$ cat src/rtl/ram_ctrl_pkg.sv
// Shared types and default widths for the DRAM-to-SRAM bridge.
package ram_ctrl_pkg;
  localparam int REFRESH_CNT_W   = 16;
  localparam int DEF_ADDR_BITS   = 9;
  localparam int DEF_NUM_BANKS   = 2;
  localparam int DEF_NUM_LANES   = 2;
  localparam int DEF_SYNC_STAGES = 2;

  typedef enum logic [2:0] {IDLE, ROW, ACCESS, REFRESH, REARM} state_e;
endpackage

$ cat src/rtl/strobe_sync.sv
// Multi-bit synchroniser with registered edge flags; lvl is delayed to line up with the flags.
module strobe_sync #(
  parameter int WIDTH  = 1,
  parameter int STAGES = 2
) (
  input  logic             clk,
  input  logic             reset,
  input  logic [WIDTH-1:0] din,
  output logic [WIDTH-1:0] lvl,
  output logic [WIDTH-1:0] fall,
  output logic [WIDTH-1:0] rise
);
  logic [STAGES-1:0][WIDTH-1:0] sync_q, sync_d;
  logic [WIDTH-1:0] lvl_q, lvl_d, fall_q, fall_d, rise_q, rise_d;

  always_comb begin
    sync_d = {sync_q[STAGES-2:0], din};
    lvl_d  = sync_q[STAGES-1];
    fall_d = lvl_q & ~sync_q[STAGES-1];
    rise_d = ~lvl_q & sync_q[STAGES-1];
  end

  // Strobes are active low, so idle/reset value is all ones.
  always_ff @(posedge clk) begin
    if (reset) begin
      sync_q <= '1;
      lvl_q  <= '1;
      fall_q <= '0;
      rise_q <= '0;
    end else begin
      sync_q <= sync_d;
      lvl_q  <= lvl_d;
      fall_q <= fall_d;
      rise_q <= rise_d;
    end
  end

  assign lvl  = lvl_q;
  assign fall = fall_q;
  assign rise = rise_q;
endmodule

$ cat src/rtl/dram_sram_bridge.sv
// Rebuilds a flat SRAM access from multiplexed RAS/CAS DRAM strobes; detects CBR refresh.
// Optional refresh counter: define REFRESH_COUNTER_EN.
module dram_sram_bridge
  import ram_ctrl_pkg::*;
#(
  parameter int ADDR_BITS   = DEF_ADDR_BITS,
  parameter int NUM_BANKS   = DEF_NUM_BANKS,
  parameter int NUM_LANES   = DEF_NUM_LANES,
  parameter int SYNC_STAGES = DEF_SYNC_STAGES
) (
  input  logic                     CLK,
  input  logic                     reset,
  input  logic [ADDR_BITS-1:0]     Ain,
  input  logic [NUM_BANKS-1:0]     RAS_n,
  input  logic [NUM_LANES-1:0]     CAS_n,
  input  logic                     WE_n,
  input  logic                     OE_n,
  output logic [2*ADDR_BITS-1:0]   Aout,
  output logic [NUM_BANKS-1:0]     bank_sel,
  output logic [NUM_LANES-1:0]     lane_en,
  output logic                     sram_ce_n,
  output logic                     sram_we_n,
  output logic                     sram_oe_n,
  output logic                     refresh,
  output logic [REFRESH_CNT_W-1:0] refresh_count
);
  logic [NUM_BANKS-1:0] ras_lvl, ras_fall, ras_rise;
  logic [NUM_LANES-1:0] cas_lvl, cas_fall, cas_rise;
  logic [1:0]           ctl_lvl, ctl_fall, ctl_rise;

  strobe_sync #(.WIDTH(NUM_BANKS), .STAGES(SYNC_STAGES)) u_ras_sync (
    .clk(CLK), .reset(reset), .din(RAS_n), .lvl(ras_lvl), .fall(ras_fall), .rise(ras_rise));
  strobe_sync #(.WIDTH(NUM_LANES), .STAGES(SYNC_STAGES)) u_cas_sync (
    .clk(CLK), .reset(reset), .din(CAS_n), .lvl(cas_lvl), .fall(cas_fall), .rise(cas_rise));
  strobe_sync #(.WIDTH(2), .STAGES(SYNC_STAGES)) u_ctl_sync (
    .clk(CLK), .reset(reset), .din({WE_n, OE_n}), .lvl(ctl_lvl), .fall(ctl_fall), .rise(ctl_rise));

  logic unused_edges;
  assign unused_edges = ^{ras_rise, cas_rise, ctl_fall, ctl_rise};

  // Address delay matches the strobe path including the edge-flag register.
  logic [SYNC_STAGES:0][ADDR_BITS-1:0] ain_q, ain_d;
  logic [ADDR_BITS-1:0] ain_al;
  always_comb ain_d = {ain_q[SYNC_STAGES-1:0], Ain};
  assign ain_al = ain_q[SYNC_STAGES];

  state_e               state_q, state_d;
  logic [ADDR_BITS-1:0] row_q, row_d, col_q, col_d;
  logic [NUM_BANKS-1:0] bank_q, bank_d, ref_bank_q, ref_bank_d, ras_first;
  logic [NUM_LANES-1:0] lane_q, lane_d;
  logic ce_n_q, ce_n_d, we_n_q, we_n_d, oe_n_q, oe_n_d, refresh_q, refresh_d;
  logic found;

  always_comb begin
    ras_first = '0;
    found     = 1'b0;
    for (int i = 0; i < NUM_BANKS; i++) begin
      if (!ras_lvl[i] && !found) begin
        ras_first[i] = 1'b1;
        found        = 1'b1;
      end
    end
  end

  always_comb begin
    state_d    = state_q;
    row_d      = row_q;
    col_d      = col_q;
    bank_d     = bank_q;
    ref_bank_d = ref_bank_q;
    lane_d     = lane_q;
    ce_n_d     = ce_n_q;
    we_n_d     = we_n_q;
    oe_n_d     = oe_n_q;
    refresh_d  = 1'b0;
    case (state_q)
      REARM: if (&ras_lvl && &cas_lvl) state_d = IDLE;
      IDLE: if (|ras_fall) begin
        if (&cas_lvl) begin
          row_d   = ain_al;
          bank_d  = ras_first;
          state_d = ROW;
        end else begin
          ref_bank_d = ras_first;
          refresh_d  = 1'b1;
          state_d    = REFRESH;
        end
      end
      ROW: if (|(bank_q & ras_lvl)) begin
        bank_d  = '0;
        lane_d  = '0;
        state_d = IDLE;
      end else if (|cas_fall) begin
        col_d   = ain_al;
        lane_d  = ~cas_lvl;
        we_n_d  = ctl_lvl[1];
        state_d = ACCESS;
      end
      ACCESS: if (|(bank_q & ras_lvl)) begin
        bank_d  = '0;
        lane_d  = '0;
        ce_n_d  = 1'b1;
        we_n_d  = 1'b1;
        oe_n_d  = 1'b1;
        state_d = IDLE;
      end else if (&cas_lvl) begin
        lane_d  = '0;
        ce_n_d  = 1'b1;
        we_n_d  = 1'b1;
        oe_n_d  = 1'b1;
        state_d = ROW;
      end else begin
        // Late-falling lanes simply join lane_en; the column stays put.
        ce_n_d = 1'b0;
        oe_n_d = ctl_lvl[0] | ~we_n_q;
        lane_d = ~cas_lvl;
      end
      REFRESH: if (!(|(ref_bank_q & ~ras_lvl)) && &cas_lvl) begin
        ref_bank_d = '0;
        state_d    = IDLE;
      end
      default: state_d = REARM;
    endcase
  end

  // Reset lands in REARM so a DRAM cycle already in flight is never half-captured.
  always_ff @(posedge CLK) begin
    if (reset) begin
      state_q    <= REARM;
      ain_q      <= '0;
      row_q      <= '0;
      col_q      <= '0;
      bank_q     <= '0;
      ref_bank_q <= '0;
      lane_q     <= '0;
      ce_n_q     <= 1'b1;
      we_n_q     <= 1'b1;
      oe_n_q     <= 1'b1;
      refresh_q  <= 1'b0;
    end else begin
      state_q    <= state_d;
      ain_q      <= ain_d;
      row_q      <= row_d;
      col_q      <= col_d;
      bank_q     <= bank_d;
      ref_bank_q <= ref_bank_d;
      lane_q     <= lane_d;
      ce_n_q     <= ce_n_d;
      we_n_q     <= we_n_d;
      oe_n_q     <= oe_n_d;
      refresh_q  <= refresh_d;
    end
  end

`ifdef REFRESH_COUNTER_EN
  logic [REFRESH_CNT_W-1:0] rcnt_q, rcnt_d;
  always_comb rcnt_d = rcnt_q + REFRESH_CNT_W'(refresh_d);
  always_ff @(posedge CLK) begin
    if (reset) rcnt_q <= '0;
    else       rcnt_q <= rcnt_d;
  end
  assign refresh_count = rcnt_q;
`else
  assign refresh_count = '0;
`endif

  assign Aout      = {row_q, col_q};
  assign bank_sel  = bank_q;
  assign lane_en   = lane_q;
  assign sram_ce_n = ce_n_q;
  assign sram_we_n = we_n_q;
  assign sram_oe_n = oe_n_q;
  assign refresh   = refresh_q;
endmodule
$ cat config.mk
export PLATFORM = sky130hd
export DESIGN_NAME = dram_sram_bridge
export DESIGN_NICKNAME = d
export VERILOG_FILES = /design/src/rtl/ram_ctrl_pkg.sv /design/src/rtl/strobe_sync.sv /design/src/rtl/dram_sram_bridge.sv
export SDC_FILE = /design/constraint.sdc
export NUM_CORES = 1
export LEC_CHECK = 0
export ABC_AREA = 0
export ABC_CLOCK_PERIOD_IN_PS = 2050
export BUFFER_PORTS_ARGS = -buffer_cell sky130_fd_sc_hd__buf_2
export CAP_MARGIN = 20
export CORE_MARGIN = 2
export CORE_UTILIZATION = 40
export DETAILED_ROUTE_END_ITERATION = 16
export GPL_TIMING_DRIVEN = 1
export HOLD_SLACK_MARGIN = 0.08
export PLACE_DENSITY = 0.68
export SYNTH_ARGS = -nofsm -noshare
export SYNTH_HDL_FRONTEND = slang
export SYNTH_SLANG_ARGS = --single-unit
$ cat constraint.sdc
create_clock -name CLK -period 2.05 [get_ports CLK]
set_input_delay 0.205 -clock CLK [delete_from_list [all_inputs] [get_ports CLK]]
set_output_delay 0.205 -clock CLK [all_outputs]
set_load 0.1 [all_outputs]
## After elaboration in Yosys (flattened, before gate mapping)

Index checks and enable logic that the tools add are counted.

- Bits in registers: 80
- Input port bits: 17
- Output and inout bits: 42

- Equality and inequality tests: 14
- Multiplexer cells: 34
- Bitwise operators: 13
- Reduce and logical (&&, ||, !) cells: 24

Operators by type and width:

| kind | count |
|---|---|
| $mux 2 | 11 |
| $mux 3 | 7 |
| $reduce_and 4->1 | 4 |
| $pmux 3 s5 | 1 |
| $ne 2x2->1 const B | 7 |
| $pmux 2 s2 | 3 |
| $mux 1 | 11 |
| $reduce_or 2->1 | 5 |
| $and 2x2->2 | 4 |
| $not 2->2 | 4 |
| $eq 3x2->1 const B | 2 |
| $ne 3x3->1 const B | 2 |
| $reduce_and 2->1 | 3 |
| $reduce_bool 2->1 | 3 |
| $reduce_and 5->1 | 1 |
| $not 1->1 | 4 |
| $eq 3x1->1 const B | 1 |
| $eq 3x3->1 const B | 1 |
| $logic_and 1x1->1 | 3 |
| $logic_not 3->1 | 1 |
| $reduce_and 3->1 | 1 |
| $reduce_or 3->1 | 1 |
| $logic_not 1->1 | 2 |
| $ne 2x1->1 const B | 1 |
| 2 further kinds | 2 |

## Longest topological paths before layout

- Depth in word-level cells: 7
- Mapped depth: 6
- Gate-level depth less buffers: 4

## By module

From an unflattened synthesis, not the netlist that was laid out.

- Cell total of the unflattened synthesis: 293
- Area, all modules: 3101.7 um^2

Modules (own cells, without submodules):

| module | times used | cells an instance | area an instance (um^2) |
|---|---|---|---|
| dram_sram_bridge | 1 | 230 | 2264.7 |
| strobe_sync | 3 | 21 | 279.0 |

## Worst setup path after synthesis

No wires, ideal clock.

- Path kind: reg-to-reg
- Start point: register bank_q[0], in the netlist bank_sel[0]
- End point: register lane_q[0], in the netlist lane_en[0]
- Setup time: 0.121 ns
- Arrival: 1.997 ns
- Required time: 1.929 ns
- Slack: -0.067 ns
- Cell stages (with the launch flop): 5
- Path buffers: 0
- Clock period less this slack: 2.117 ns
- Cell sequence: dfxtp_1 > a22oi_1 > a21o_1 > a21oi_1 > mux2_2

- Longest elaborated chain between the ends: 4
- Elaborated cells on any way between the ends: 7
- Classes of those cells: 1 x eq/ne; 3 x mux; 1 x bitwise; 2 x reduce/logical

Ends and longest elaborated chain:

| what | RTL line | source |
|---|---|---|
| start, declared | dram_sram_bridge.sv:49 | `logic [NUM_BANKS-1:0] bank_q, bank_d, ref_bank_q, ref_bank_d, ras_first;` |
| start signal, assigned | dram_sram_bridge.sv:145 | `bank_q <= bank_d;` |
| $and 2x2->2 * | dram_sram_bridge.sv:89, dram_sram_bridge.sv:99 |  |
| $reduce_or 2->1 * | dram_sram_bridge.sv:89, dram_sram_bridge.sv:99 |  |
| $mux 2, or another cell as far along | dram_sram_bridge.sv:99 | `ACCESS: if (\|(bank_q & ras_lvl)) begin` |
| $pmux 2 s2 or $reduce_and 2->1 (tied branches) | - |  |
| end signal, assigned | dram_sram_bridge.sv:147 | `lane_q <= lane_d;` |
| end, declared | dram_sram_bridge.sv:50 | `logic [NUM_LANES-1:0] lane_q, lane_d;` |

Mark *: on every way between the ends. The rest lies on a longest branch, timed or not.
A chain may end at the register's enable or synchronous reset.

## Worst setup path after layout

- Start point: register state_q[0]
- End point: register col_q[0]

- Longest elaborated chain between the ends: 2

Ends and longest elaborated chain:

| what | RTL line | source |
|---|---|---|
| start, declared | dram_sram_bridge.sv:47 | `state_e state_q, state_d;` |
| start signal, assigned | dram_sram_bridge.sv:141 | `state_q <= state_d;` |
| $eq 3x1->1 | dram_sram_bridge.sv:76 | `case (state_q)` |
| $reduce_and 3->1 (no line) | - |  |
| end signal, assigned | dram_sram_bridge.sv:144 | `col_q <= col_d;` |
| end, declared | dram_sram_bridge.sv:48 | `logic [ADDR_BITS-1:0] row_q, row_d, col_q, col_d;` |

Every way passes these cells.

==> impl_metrics.csv <==
group,metric,value,unit
outcome,run_status,"completed",
timing,max_freq,555,MHz
floorplanning,fp.dieH,88.3,um
worst_setup_path,critical_path.reg2reg.endpoint,"col_q[0]",
place,detailed_place.area,0.00307,sq mm
yosys,post_synth_num_cell_types,38,
worst_setup_path,worst-path-stages,5,
clock_tree,ctsHtreeMaxLevel,3,
clock_tree,clock_pin_slew_reported_for_the_worst_setup_and_hold_paths_after_clock_tree_synthesis,0.08,ns
clock_tree,clk-insertion-delay-late,0.34,ns
worst_setup_path,crit_path_launch_type,"register",
grt,pin_count_of_the_biggest_net_entering_global_routing,29,
worst_setup_path,critical_path_start_end_classification,"register to register",
hold_path,worstHoldPathCells,2,
worst_setup_path,slowest_stage,"dfxtp_1",
drt,wl_per_cell,11.1,um
drt,detail-route-antenna-nets,0,
yosys,synthesis.area_per_instance,10.3,sq um
power_and_ir_drop,power_leakage,1.49,nW
clock_tree,clock_tree_from_tritoncts,"done",
timing,period_share,0.879,
floorplanning,die-area,0.00780,sq mm
timing,finalClockSkew,0.00273,ns
layout,nets_finish,349,
timing,timing_max_transition_violations_final,0,
yosys,syn_inst,276,
power_and_ir_drop,sw_frac_of_total,0.264,
place,placement.io_buffers,42,
worst_setup_path,regToRegSetupSlack,0.25,ns
clock_tree,clockRootBuffer,"clkbuf_8",
layout,insertedDiodeCount,0,
grt,number_of_antenna_violations_at_the_first_check_in_global_routing,0,
yosys,yosysWarnings,0,
power_and_ir_drop,cell_internal_pwr,2.14,mW
worst_setup_path,worst_r2r_startpoint,"state_q[0]",
worst_setup_path,crit_buf_inv,1,
yosys,synth.largest_area_cell,"dfxtp_1",
floorplanning,chipWidth,88.3,um
yosys,netlist_top_cells_area,"dfxtp_1 (56%), nor2b_1 (7.5%), mux2i_1 (6.7%)",
timing,rsz0062_at_grt,"no",
layout,syn2layout_area_growth,19.7,%
yosys,yosysSeqAreaShare,0.563,
worst_setup_path,worstPathRequired,2.28,ns
power_and_ir_drop,power.sequential.fraction,0.555,
power_and_ir_drop,combPwrFrac,0.088,
drt,remaining_drc_errors,0,
place,place.gp.congestion,0.830,
hold_path,holdPathEnd,"ain_al[2]",
timing,finalWorstPathRequiredPeriod,1.80,ns
hold_path,hold_path_startpoint,"reset",
worst_setup_path,reg2reg_depth,5,
floorplanning,floorplan.core_area,0.00683,sq mm
yosys,synth_enable_flop_cells,0,
timing,holdWs,0.305,ns
drt,dr.pass1.iters,4,
place,hpwl,3300,um
timing,final-hold-violation-count,0,
power_and_ir_drop,netSwitchingPower,0.767,mW
worst_setup_path,critPathMaxFanout,13,
floorplanning,floorplan.initialDensity,0.416,
clock_tree,clock_tree.buffer_depth,2,
floorplanning,core.rowCount,30,
yosys,post-synth-top-area-fraction,0.563,
worst_setup_path,critical_path_arrival,2.03,ns
timing,setup_viol,0,
layout,final_area,0.00340,sq mm
worst_setup_path,critical-path-max-stage-delay,0.57,ns
worst_setup_path,path_cells,"nor3b_1 > nor3b_2 > buf_4 > mux2i_1 > nor2_1",
run,maxcap_violations,0,
layout,final_core_util,0.498,
clock_tree,clkSinkCount,80,
floorplanning,num_io_pins,59,
hold_path,worst_hold_class,"input pin to register",
power_and_ir_drop,vdd.ir_drop.worst,513,uV
clock_tree,cts_inserted_buffers,9,
drt,detail_route.vias_per_cell,4.38,
grt,vias_in_the_first_global_route,1713,
grt,wire_length_of_the_first_global_routing_pass,7870,um
yosys,ys_seq_elements,80,
timing,timing.setup.tns,0,ns
power_and_ir_drop,finalPower,2.90,mW
grt,grt_overflow,0,
clock_tree,post_cts_resize_count,0,
yosys,ys.flop_type,"dfxtp_1",
power_and_ir_drop,power_per_cell_area,853,mW/mm^2
worst_setup_path,worstSetupEndpointType,"register",
drt,drt_wl_total,4830,um
yosys,asyncSetResetFlopFracSynth,0,
yosys,synthesis.area,0.00284,sq mm
yosys,synth.cells.most_frequent,"dfxtp_1 (80), nor2b_1 (34), nor2_1 (26)",
worst_setup_path,cpLargestDelayFamily,"simple AND/OR/NAND/NOR gates",
drt,num_vias,1897,
drt,starting_drc_count_in_detailed_routing,101,
power_and_ir_drop,clkPwrFrac,0.356,
layout,drive_above_1_share,0.267,
grt,grtUsageTotal,0.136,
yosys,synth_most_common_cell,"dfxtp_1",
metrics by stage:
step           worst slack (ns)  cells
3_3_place_gp              0.328    402
6_report                  0.248    433
2_1_floorplan             0.318    291
5_1_grt                   0.126    433
4_1_cts                   0.260    433
3_5_place_dp              0.277    402
worst max path at each step:
stage | startpoint | slack (ns) | to
2_1_floorplan | bank_sel[0] | 0.32 | lane_en[0]
3_3_place_gp | state_q[0] | 0.33 | col_q[7]
3_5_place_dp | state_q[0] | 0.28 | col_q[0]
4_1_cts | state_q[0] | 0.26 | col_q[0]
5_1_grt | state_q[0] | 0.13 | col_q[5]
6_report | state_q[0] | 0.25 | col_q[0]
worst reg2reg max path, delay by kind of cell (launching register included):
kind	cells	cell delay, ns
flip-flops	1	0.57
AND/OR/NAND/NOR	3	0.66
multiplexers	1	0.21
buffers and inverters	1	0.25
flip-flops by register name (all words and copies together) (netlist names):
name,cells
u_ras_sync.sync_d,2
col_q,9
row_q,9
bank_sel,2
u_cas_sync.sync_d,2
ain_d,18
sram_we_n,1
u_ctl_sync.lvl_d,2
sram_oe_n,1
u_ctl_sync.lvl,2
u_ras_sync.lvl,2
u_ctl_sync.sync_d,2
refresh,1
ain_al,9
ref_bank_q,2
u_cas_sync.lvl,2
lane_en,2
sram_ce_n,1
u_cas_sync.fall,2
u_ras_sync.lvl_d,2
u_cas_sync.lvl_d,2
state_q,3
u_ras_sync.fall,2
cell type report:
cell class              instances  area, sq um
fillers                       671         3430
flip-flops and latches         80         1600
multi-input cells             173         1080
repair buffers                 62          398
clock buffers                  10          138
well taps                      96          120
clock inverters                 6         42.5
inverters                       6         22.5
what timing repair did:
action | 4_1_cts | 5_1_grt
endpoints found under the setup margin | 0 | 0
hold buffers | 15 | 0
endpoints found under the hold margin | 15 | 0
setup buffers | 0 | 0
power groups by stage:
stage / Combinational, mW / Sequential, mW / Clock [mW]
after floorplan: 0.231 / 1.65 / 0
after global placement: 0.235 / 1.65 / 0
after detailed placement: 0.236 / 1.65 / 0
after CTS: 0.257 / 1.61 / 1.07
after global routing: 0.274 / 1.62 / 1.13
final: 0.257 / 1.61 / 1.03
logic make-up (layout without fill, tap and decap cells):
group / after synthesis / after routing / synth area share
flops: 80 / 80 / 0.563
compound gates: 23 / 23 / 0.0555
other cells: 1 / 16 / 0.00132
buf+inv: 38 / 84 / 0.0770
mux: 23 / 23 / 0.0827
simple gates: 111 / 111 / 0.220
cell usage in the layout, fill, tap and decap left out, types with 7 or more instances in the layout:
master and n:
nor2b_1 34, conb_1 16, or2_2 18, buf_2 42
dlygate4sd3_1 15, clkbuf_8 10, nor2_1 26, mux2i_1 19
dfxtp_1 78, a21oi_1 7
routing by layer:
metal / GRT usage / part of all wire / routed length, um
met4: 0.0785 / 0.024 / 116
met2: 0.201 / 0.45 / 2190
met5: 0 / 0 / 0
met3: 0.0532 / 0.064 / 311
met1: 0.168 / 0.46 / 2210
No activity file was read; power rests on OpenSTA's default activity.
